<file path="src/rtl/conv_stream_feeder.sv">
// conv_stream_feeder: streams filter coefficients and image bands from a
// pixel RAM into the accelerator input FIFO. Macro CONV_FEED_RD_EN adds RDQ.
module conv_stream_feeder #(
    parameter int BIT_LENGTH  = 16,
    parameter int KERNEL_SIZE = 3,
    parameter int DIM_W       = 8,
    parameter int ADDR_W      = 16,
    parameter int IMG_BASE    = 16
) (
    input  logic                  Clk,
    input  logic                  Rst,
    input  logic                  start,
    input  logic [DIM_W-1:0]      img_w,
    input  logic [DIM_W-1:0]      img_h,
    output logic [ADDR_W-1:0]     mem_addr,
    output logic                  mem_rd_en,
    input  logic [BIT_LENGTH-1:0] mem_rdata,
    input  logic                  full_in,
    output logic [BIT_LENGTH-1:0] dout,
    output logic                  dout_wr,
    output logic                  newline,
    output logic                  rd_req,
    output logic                  busy,
    output logic                  done,
    output logic                  param_err
);
    localparam int PW = 2 * DIM_W + 1;
    localparam logic [DIM_W-1:0] KD  = DIM_W'(KERNEL_SIZE);
    localparam logic [DIM_W-1:0] KM1 = DIM_W'(KERNEL_SIZE - 1);

    typedef enum logic [2:0] {
        IDLE,
        SETUP,
        FETCH,
        EMIT,
        NL,
`ifdef CONV_FEED_RD_EN
        RDQ,
`endif
        FIN
    } state_t;

    state_t                state_q, state_d;
    logic [DIM_W-1:0]      w_q, w_d;
    logic [DIM_W-1:0]      h_q, h_d;
    logic [DIM_W-1:0]      x_q, x_d;
    logic [DIM_W-1:0]      j_q, j_d;
    logic [DIM_W-1:0]      y_q, y_d;
    logic                  coef_q, coef_d;
    logic                  fresh_q, fresh_d;
    logic                  perr_q, perr_d;
    logic [BIT_LENGTH-1:0] hold_q, hold_d;

    logic [DIM_W:0]        row_sum;
    logic [PW-1:0]         row_off;
    logic [ADDR_W-1:0]     coef_addr;
    logic [ADDR_W-1:0]     band_addr;
    logic [DIM_W-1:0]      x_last;

    assign param_err = perr_q;

    // Read addresses for the coefficient and image-band phases
    always_comb begin
        row_sum   = {1'b0, y_q} + {1'b0, j_q};
        row_off   = PW'(row_sum) * PW'(w_q);
        coef_addr = ADDR_W'(j_q) * ADDR_W'(KERNEL_SIZE) + ADDR_W'(x_q);
        band_addr = ADDR_W'(IMG_BASE) + ADDR_W'(row_off) + ADDR_W'(x_q);
        x_last    = coef_q ? KM1 : w_q - 1'b1;
    end

`ifndef CONV_FEED_RD_EN
    assign rd_req = 1'b0;
`endif

    // Next-state, counter advance and output strobes
    always_comb begin
        state_d   = state_q;
        w_d       = w_q;
        h_d       = h_q;
        x_d       = x_q;
        j_d       = j_q;
        y_d       = y_q;
        coef_d    = coef_q;
        perr_d    = perr_q;
        hold_d    = hold_q;
        fresh_d   = 1'b0;
        mem_addr  = '0;
        mem_rd_en = 1'b0;
        dout_wr   = 1'b0;
        newline   = 1'b0;
        done      = 1'b0;
        busy      = 1'b1;
`ifdef CONV_FEED_RD_EN
        rd_req    = 1'b0;
`endif
        // a fresh word comes straight from RAM; a stalled one from hold_q
        dout      = fresh_q ? mem_rdata : hold_q;
        unique case (state_q)
            IDLE: begin
                busy = 1'b0;
                if (start) begin
                    w_d     = img_w;
                    h_d     = img_h;
                    perr_d  = 1'b0;
                    x_d     = '0;
                    j_d     = '0;
                    y_d     = '0;
                    coef_d  = 1'b1;
                    state_d = SETUP;
                end
            end
            SETUP: begin
                if (w_q < KD || h_q < KD) begin
                    perr_d  = 1'b1;
                    state_d = FIN;
                end else begin
                    state_d = FETCH;
                end
            end
            FETCH: begin
                mem_rd_en = 1'b1;
                mem_addr  = coef_q ? coef_addr : band_addr;
                fresh_d   = 1'b1;
                state_d   = EMIT;
            end
            EMIT: begin
                if (fresh_q) hold_d = mem_rdata;
                if (!full_in) begin
                    dout_wr = 1'b1;
                    state_d = FETCH;
                    if (j_q == KM1) begin
                        j_d = '0;
                        if (x_q == x_last) begin
                            x_d = '0;
                            if (coef_q) coef_d = 1'b0;
                            else        state_d = NL;
                        end else begin
                            x_d = x_q + 1'b1;
                        end
                    end else begin
                        j_d = j_q + 1'b1;
                    end
                end
            end
            NL: begin
                if (!full_in) begin
                    newline = 1'b1;
                    if (y_q == h_q - KD) begin
`ifdef CONV_FEED_RD_EN
                        state_d = RDQ;
`else
                        state_d = FIN;
`endif
                    end else begin
                        y_d     = y_q + 1'b1;
                        state_d = FETCH;
                    end
                end
            end
`ifdef CONV_FEED_RD_EN
            RDQ: begin
                if (!full_in) begin
                    rd_req  = 1'b1;
                    state_d = FIN;
                end
            end
`endif
            FIN: begin
                busy    = 1'b0;
                done    = 1'b1;
                state_d = IDLE;
            end
            default: state_d = IDLE;
        endcase
    end

    // State and counter registers
    always_ff @(posedge Clk or posedge Rst) begin
        if (Rst) begin
            state_q <= IDLE;
            w_q     <= '0;
            h_q     <= '0;
            x_q     <= '0;
            j_q     <= '0;
            y_q     <= '0;
            coef_q  <= 1'b0;
            fresh_q <= 1'b0;
            perr_q  <= 1'b0;
            hold_q  <= '0;
        end else begin
            state_q <= state_d;
            w_q     <= w_d;
            h_q     <= h_d;
            x_q     <= x_d;
            j_q     <= j_d;
            y_q     <= y_d;
            coef_q  <= coef_d;
            fresh_q <= fresh_d;
            perr_q  <= perr_d;
            hold_q  <= hold_d;
        end
    end
endmodule
</file>
<file path="config.mk">
export PLATFORM = sky130hd
export DESIGN_NAME = conv_stream_feeder
export DESIGN_NICKNAME = d
export VERILOG_FILES = /design/src/rtl/conv_stream_feeder.sv
export SDC_FILE = /design/constraint.sdc
export NUM_CORES = 1
export LEC_CHECK = 0
export ABC_AREA = 1
export ABC_CLOCK_PERIOD_IN_PS = 9200
export CORE_MARGIN = 3
export CORE_UTILIZATION = 30
export DETAILED_ROUTE_END_ITERATION = 8
export SYNTH_ARGS = -nofsm -noshare
export SYNTH_HDL_FRONTEND = slang
export SYNTH_SLANG_ARGS = --single-unit
</file>
<file path="constraint.sdc">
create_clock -name Clk -period 9.2 [get_ports Clk]
set_input_delay 1.84 -clock Clk [delete_from_list [all_inputs] [get_ports Clk]]
set_output_delay 1.84 -clock Clk [all_outputs]
set_load 0.01 [all_outputs]
</file>
==> results of run 1 <==
-- Yosys cell counts, drive strengths merged --
cell type	count
nand2	210
inv	153
nor2	108
ha	78
o21ai	68
dfrtp	62
fa	59
nand3	41
a21oi	31
xor2	21
nand4	19
nor3	13
or2	12
clkbuf	11
buf	9
xnor2	9
o22ai	6
a21o	3
a22o	3
a31oi	3
clkinv	2
nand3b	2
nor4	2
o2111ai	2
o21bai	2
xnor3	2
and2	1
conb	1
nor3b	1
o211ai	1
o21a	1
o221ai	1
-- how the worst max path moves through the flow --
stage                               to  slack, ns  cells after the start
after detailed placement  mem_addr[13]       0.81                     25
after CTS                 mem_addr[13]       0.42                     25
after global routing      mem_addr[13]       0.06                     31
final                     mem_addr[13]       0.52                     29
after global placement     mem_addr[9]       0.93                     24
after floorplan           mem_addr[13]       1.89                     25
-- cells in the final DEF (no fill, tap or decap), types with 17 or more instances in the layout --
cell             netlist  final
o21ai_0               59     58
nor2_1               101    101
dfrtp_1               62     62
nand4_1               18     18
clkdlybuf4s50_1        0     73
xor2_1                21     21
a21oi_1               29     29
nand2_1              202    202
nand3_1               39     39
inv_1                137    136
ha_1                  78     78
fa_1                  59     59
inv_2                 16     17
-- critical path, delay by kind of cell (launching register included) --
| family | cells | cell delay, ns |
|---|---|---|
| and+or+nand+nor | 14 | 1.36 |
| adders and majority gates | 7 | 3.07 |
| buffers and inverters | 4 | 0.81 |
| AOI/OAI and AO/OA | 4 | 0.77 |
| DFF | 1 | 0.50 |
-- kinds of logic after synthesis --
group,Yosys count
and+or+nand+nor,409
AOI/OAI and AO/OA,121
adders and majority gates,137
buffers and inverters,175
xor gates and xnor gates,32
other,1
DFF,62
-- registers in the layout (all words and copies together) (netlist names) --
register and cells:
j_q 8, y_q 8, param_err 1, state_q 3, coef_q 1, h_q 8, x_q 8, hold_q 16
w_q 8, fresh_q 1
-- area by class of cell --
cell class | instances | area share, %
Clock inverter | 5 | 1.24
Multi-Input combinational cell | 700 | 57.7
Tap cell | 319 | 4.64
Clock buffer | 11 | 2.82
Timing Repair Buffer | 76 | 8.75
Inverter | 155 | 6.78
Sequential cell | 62 | 18.0
-- power groups by stage --
stage	clock network (uW)	logic, uW	registers (uW)
global route	416	1400	500
detailed placement	0	1220	487
finish	397	1210	484
floorplan	0	883	430
global placement	0	1220	487
CTS	406	1230	482
-- routing by layer --
metal | up-vias | global-route usage [%] | routed length, um
li1 | 3118 | - | -
met5 | - | 0 | 0
met4 | 0 | 3.83 | 320
met1 | 2917 | 19.9 | 8710
met2 | 136 | 22.9 | 8280
met3 | 22 | 2.41 | 744
-- stage by stage --
step	total power, uW	worst slack, ns	util [%]	cell area, um2
global placement	1700	0.934	35.1	8260
CTS	2120	0.421	36.6	8610
global route	2320	0.0578	36.6	8610
detailed placement	1700	0.805	35.1	8260
finish	2090	0.519	36.6	8610
floorplan	1310	1.89	-	7220
==> results.md, run 1 <==
- Post-CTS Setup Bufs: 0
- Global Route Usage Sum: 14.2%
- Mapped Area: 7220 um2
- Largest family of logic cells by synthesized area: adder cells
- Most common cell on crit path: nand2_1
- Critical Path Source: j_q[2]$_DFFE_PP0P_
- Startpoint types: flop
- Final std cells w/o fill: 1328
- Share of the synthesized area in the top cell type: 21.5%
- Post-synthesis compound-gate area fraction: 9.72%
- Avg Inst Size Synth: 7.70 um2
- Ys Warns: 0
- Synth Instances: 937
- TritonRoute pass-1 iters: 5
- Chip width: 161 um
- Worst R2R End: x_q[2]$_DFFE_PP0P_
- Mux cell area share after synthesis: 0%
- Post-DRT Antenna Nets: 0
- Worst-Margin Slew: 0.809 ns
- CTS tree: built
- Drc violations: 0
- Synth Register Bits: 62
- Hold Path Origin: param_err$_DFFE_PP0P_
- Synth Area in Simple Gates: 24.9%
- Initial Util: 30.7%
- Net Sw Frac: 47.0%
- Hold endpoint: param_err$_DFFE_PP0P_
- Final antenna diode count: 0
- R2R setup slack: 6.61 ns
- DRT iter0 DRCs: 403
- CTS Buf Count: 9
- Crit path largest cell delay: 0.53 ns
- Setup TNS: 0 ns
- Crit path DAT: 6.84 ns
- Number of global-route vias before repair: 5992
- RePlAce Congestion: 0.869
- Avg Vias per Cell: 4.66
- Fillers: 2502
- I/O Buffers: 73
- Pleak: 0.00427 uW
- Grt ovf: 0
- Setup Crit Path Kind: flop to output pin
- Area taken by multi-input logic gates: 4970 um2
- Area share of fa/ha/maj cells after synthesis: 29.9%
- Final Hold Viols: 0
- Total Routed Length: 18.0 mm
- HPWL Detailed: 14.6 mm
- Insertion delay to the later sink of the worst-skew pair: 0.33 ns
- Post-CTS sizing: 0
- Slowest-stage cell, CP: clkdlybuf4s50_1
- Hold Path Depth: 1
- Post-synthesis cell type count: 50
- Dominant cell type by area after synthesis: dfrtp_1
- # nets final: 1177
- Status: finished clean
- Worst reg2reg startpoint: w_q[0]$_DFFE_PP0P_
- Worst hold slack: 0.484 ns
- Final Max Slew Viols: 0
- Hold buffers post-CTS: 0
- Initial antenna violation count: 0
- CTS sink cnt: 62
- Layout cells sized above 1: 7.63%
- Synth area leaders: dfrtp_1, fa_1, ha_1
- Clk pwr share: 18.9%
- Worst ir drop on vdd: 0.111 mV
- Fmax: 0.115 GHz
- Cells on worst reg2reg path: 14
- Worst Path Required: 7.36 ns
- Internal power: 1110 uW
- Root buffer cell: clkbuf_16
- Sequential fraction of design power: 23.1%
- Row count: 56
- Psw: 985 uW
- Synth Net Count: 1110
- CORE AREA: 23500 um2
- Wirelength per Cell: 13.6 um
- Largest net degree at the start of global routing: 63
- Critical path fanouts, max: 7
- PwrDens: 243 nW/um2
- Die ar.: 26000 um2
- Clock tree buffer depth: 2
- First-pass GRT wire length: 30.1 mm
- # setup viols final: 0
- Max Cap Viol: 0
- Clock slew at reported path FFs: 0.05 ns
- Routed via count: 6193
- Register area: 1550 um2
- Syn-to-layout area delta: 19.2%
- Die Height: 161 um
- Skew final: 0.00659 ns
- CP endpoint kind: output pin
- Register area share after synthesis: 21.5%
- Total I/O pin count: 75
- HP Class: flop to flop
- Combinational share of power: 58.0%
- Slew headroom: 46.1%
- RSZ-0062 raised after global routing: no
- Xor-xnor portion of the synthesized cell area: 4.26%
- Number of H-tree levels: 3
- Post-Place Cells: 1312
- Post-route minimum period: 8.68 ns
- Final period utilization: 94.4%
(Power assumes the default switching activity.)
==> inputs of run 2 (changes only) <==
--- a/config.mk
+++ b/config.mk
@@ -10,6 +10,7 @@
 export CORE_MARGIN = 3
 export CORE_UTILIZATION = 30
 export DETAILED_ROUTE_END_ITERATION = 8
+export SLEW_MARGIN = 20
 export SYNTH_ARGS = -nofsm -noshare
 export SYNTH_HDL_FRONTEND = slang
 export SYNTH_SLANG_ARGS = --single-unit
==> results of run 2 <==
The final DEF is identical to that of run 1; final timing and power are the same.
==> inputs of run 3 (changes only) <==
--- a/config.mk
+++ b/config.mk
@@ -8,7 +8,7 @@
 export ABC_AREA = 1
 export ABC_CLOCK_PERIOD_IN_PS = 9200
 export CORE_MARGIN = 3
-export CORE_UTILIZATION = 30
+export CORE_UTILIZATION = 35
 export DETAILED_ROUTE_END_ITERATION = 8
 export SLEW_MARGIN = 20
 export SYNTH_ARGS = -nofsm -noshare
==> results.md, run 3 (synthesis results as in run 1) <==
- Number of H-tree levels: 3 (unchanged)
- Critical Path Source: j_q[2]$_DFFE_PP0P_
- Combinational share of power: 58.9% (+0.9 points)
- HP Class: flop to flop
- Die Height: 150 um (-7.1%)
- Crit path DAT: 6.73 ns (-0.11 ns)
- Initial Util: 36.4% (+5.7 points)
- Syn-to-layout area delta: 18.0%
- First-pass GRT wire length: 29.9 mm (-0.73%)
- Sequential fraction of design power: 23.5% (+0.4 points)
- Global Route Usage Sum: 16.5% (+2.3 points)
- Final antenna diode count: 0 (unchanged)
- Slowest-stage cell, CP: clkdlybuf4s50_1
- Grt ovf: 0 (unchanged)
- Setup TNS: 0 ns (unchanged)
- RSZ-0062 raised after global routing: no
- Net Sw Frac: 47.5% (+0.49 points)
- CTS tree: built
- Post-Place Cells: 1258 (-4.1%)
- Routed via count: 6219 (+0.42%)
- Psw: 981 uW (-0.40%)
- Total Routed Length: 18.0 mm (-0.47%)
- Row count: 51 (-8.9%)
- DRT iter0 DRCs: 348 (-14%)
- CORE AREA: 19800 um2 (-16%)
- Die ar.: 22400 um2 (-14%)
- Insertion delay to the later sink of the worst-skew pair: 0.33 ns (about the same)
- HPWL Detailed: 14.4 mm (-0.87%)
- Cells on worst reg2reg path: 14 (unchanged)
- Number of global-route vias before repair: 5866 (-2.1%)
- Avg Vias per Cell: 4.88 (+4.7%)
- TritonRoute pass-1 iters: 5 (unchanged)
- Drc violations: 0 (unchanged)
- Setup WS pre-CTS: 0.776 ns (-0.0298 ns)
- Largest net degree at the start of global routing: 63 (unchanged)
- Setup Crit Path Kind: flop to output pin
- Worst-Margin Slew: 0.863 ns (+0.0542 ns)
- Max Cap Viol: 0 (unchanged)
- Commonest non-fill, non-tap cells in the layout: nand2_1, inv_1, nor2_1
- Status: finished clean
- Total I/O pin count: 75 (unchanged)
- Post-DRT Antenna Nets: 0 (unchanged)
- Skew final: 0.00255 ns (-0.00404 ns)
- Worst R2R End: x_q[6]$_DFFE_PP0P_
- Final Max Slew Viols: 0 (unchanged)
- Clock slew at reported path FFs: 0.05 ns (about the same)
- CP endpoint kind: output pin
- Crit path capture: mem_addr[9]
- Biggest register: hold_q
- Worst reg2reg startpoint: w_q[0]$_DFFE_PP0P_
- Hold Path Origin: param_err$_DFFE_PP0P_
- # nets final: 1177 (unchanged)
- # setup viols final: 0 (unchanged)
- Internal power: 1080 uW (-2.3%)
- Clock tree buffer depth: 2 (unchanged)
- Final period utilization: 93.2% (-1.2 points)
- RePlAce Congestion: 0.877 (+1.0%)
- Chip width: 150 um (-7.1%)
- Final worst slack: 0.627 ns (+0.107 ns)
- Pleak: 0.00427 uW (-0.19%)
- Most common cell on crit path: nand2_1
- CTS sink cnt: 62 (unchanged)
- Wirelength per Cell: 14.1 um (+3.8%)
- Final Hold Viols: 0 (unchanged)
- Startpoint types: flop
- R2R setup slack: 6.60 ns (about the same)
- Most common cell after layout, fill and taps aside: nand2_1
- Clk pwr share: 17.5% (-1.4 points)
- I/O Buffers: 73 (unchanged)
- Slew headroom: 42.5% (-3.6 points)
- Final std cells w/o fill: 1274 (-4.1%)
- Crit path largest cell delay: 0.58 ns (+0.05 ns)
- Fmax: 0.117 GHz (+1.3%)
- Worst Path Required: 7.36 ns (about the same)
- CTS Buf Count: 9 (unchanged)
- Layout cells sized above 1: 7.83% (+0.20 points)
- PwrDens: 242 nW/um2 (-0.41%)
- Post-route minimum period: 8.57 ns (-0.107 ns)
- Max FFs per register: 16 (unchanged)
- Root buffer cell: clkbuf_16
- Critical path fanouts, max: 7 (unchanged)
- Worst ir drop on vdd: 0.119 mV (+6.8%)
- Initial antenna violation count: 0 (unchanged)
## run 3: changes by cell type in the layout (fill, tap and decap cells not counted), sizes merged
cell      before  now
clkinv         3    4
bufinv         3    2
clkbuf        11   12
clkinvlp       1    0
## run 3: per-stage QoR
stage	hold WS (ns)	util [%]	total power [uW]	instance area, um2
detailed placement	0.470	41.3	1710	8190
floorplan	0.485	-	1310	7220
global route	0.512	42.9	2280	8520
global placement	0.469	41.3	1700	8190
finish	0.476	42.9	2060	8520
CTS	0.482	42.9	2090	8510
## run 3: routing by layer
layer  share of wire, %  vias up  global-route usage, %
met4                1.1        0                   3.30
met1                 49     2962                   24.2
met3                4.3       15                   1.91
met5                  0        -                      0
met2                 46      142                   26.4
li1                   -     3100                      -
## run 3: worst min path at each step
stage                            endpoint  slack (ns)  cells after the start
finish              param_err$_DFFE_PP0P_        0.48                      1
global route        param_err$_DFFE_PP0P_        0.51                      1
CTS                 param_err$_DFFE_PP0P_        0.48                      1
detailed placement  param_err$_DFFE_PP0P_        0.47                      1
global placement    param_err$_DFFE_PP0P_        0.47                      1
floorplan              h_q[7]$_DFFE_PP0P_        0.48                      2
## run 3: timing repair
item | in CTS | in global routing
hold buffers | 0 | 0
resized for setup | 0 | 4
buffers inserted | 0 | 0
endpoints found under the setup margin | 0 | 4
## run 3: final cells by class
cell class              count  area (um2)
clock inverters             4        70.1
fillers                  2012       11300
well taps                 265         332
repair buffers             76         753
multi-input cells         700        4980
flip-flops and latches     62        1550
inverters                 155         583
clock buffers              12         246
## run 3: worst max-delay path, delay by kind of cell, from the launching register on
kind / cells / cell delay (ns)
adders and majority gates: 7 / 3.02
DFF: 1 / 0.49
and+or+nand+nor: 11 / 1.06
AOI/OAI and AO/OA: 6 / 0.98
buffers and inverters: 4 / 0.87
## run 3: power groups by stage
stage / clock (uW) / combinational, uW / sequential (uW)
5_1_grt: 387 / 1390 / 504
6_report: 362 / 1220 / 486
2_1_floorplan: 0 / 883 / 430
3_3_place_gp: 0 / 1210 / 486
3_5_place_dp: 0 / 1220 / 489
4_1_cts: 373 / 1230 / 484
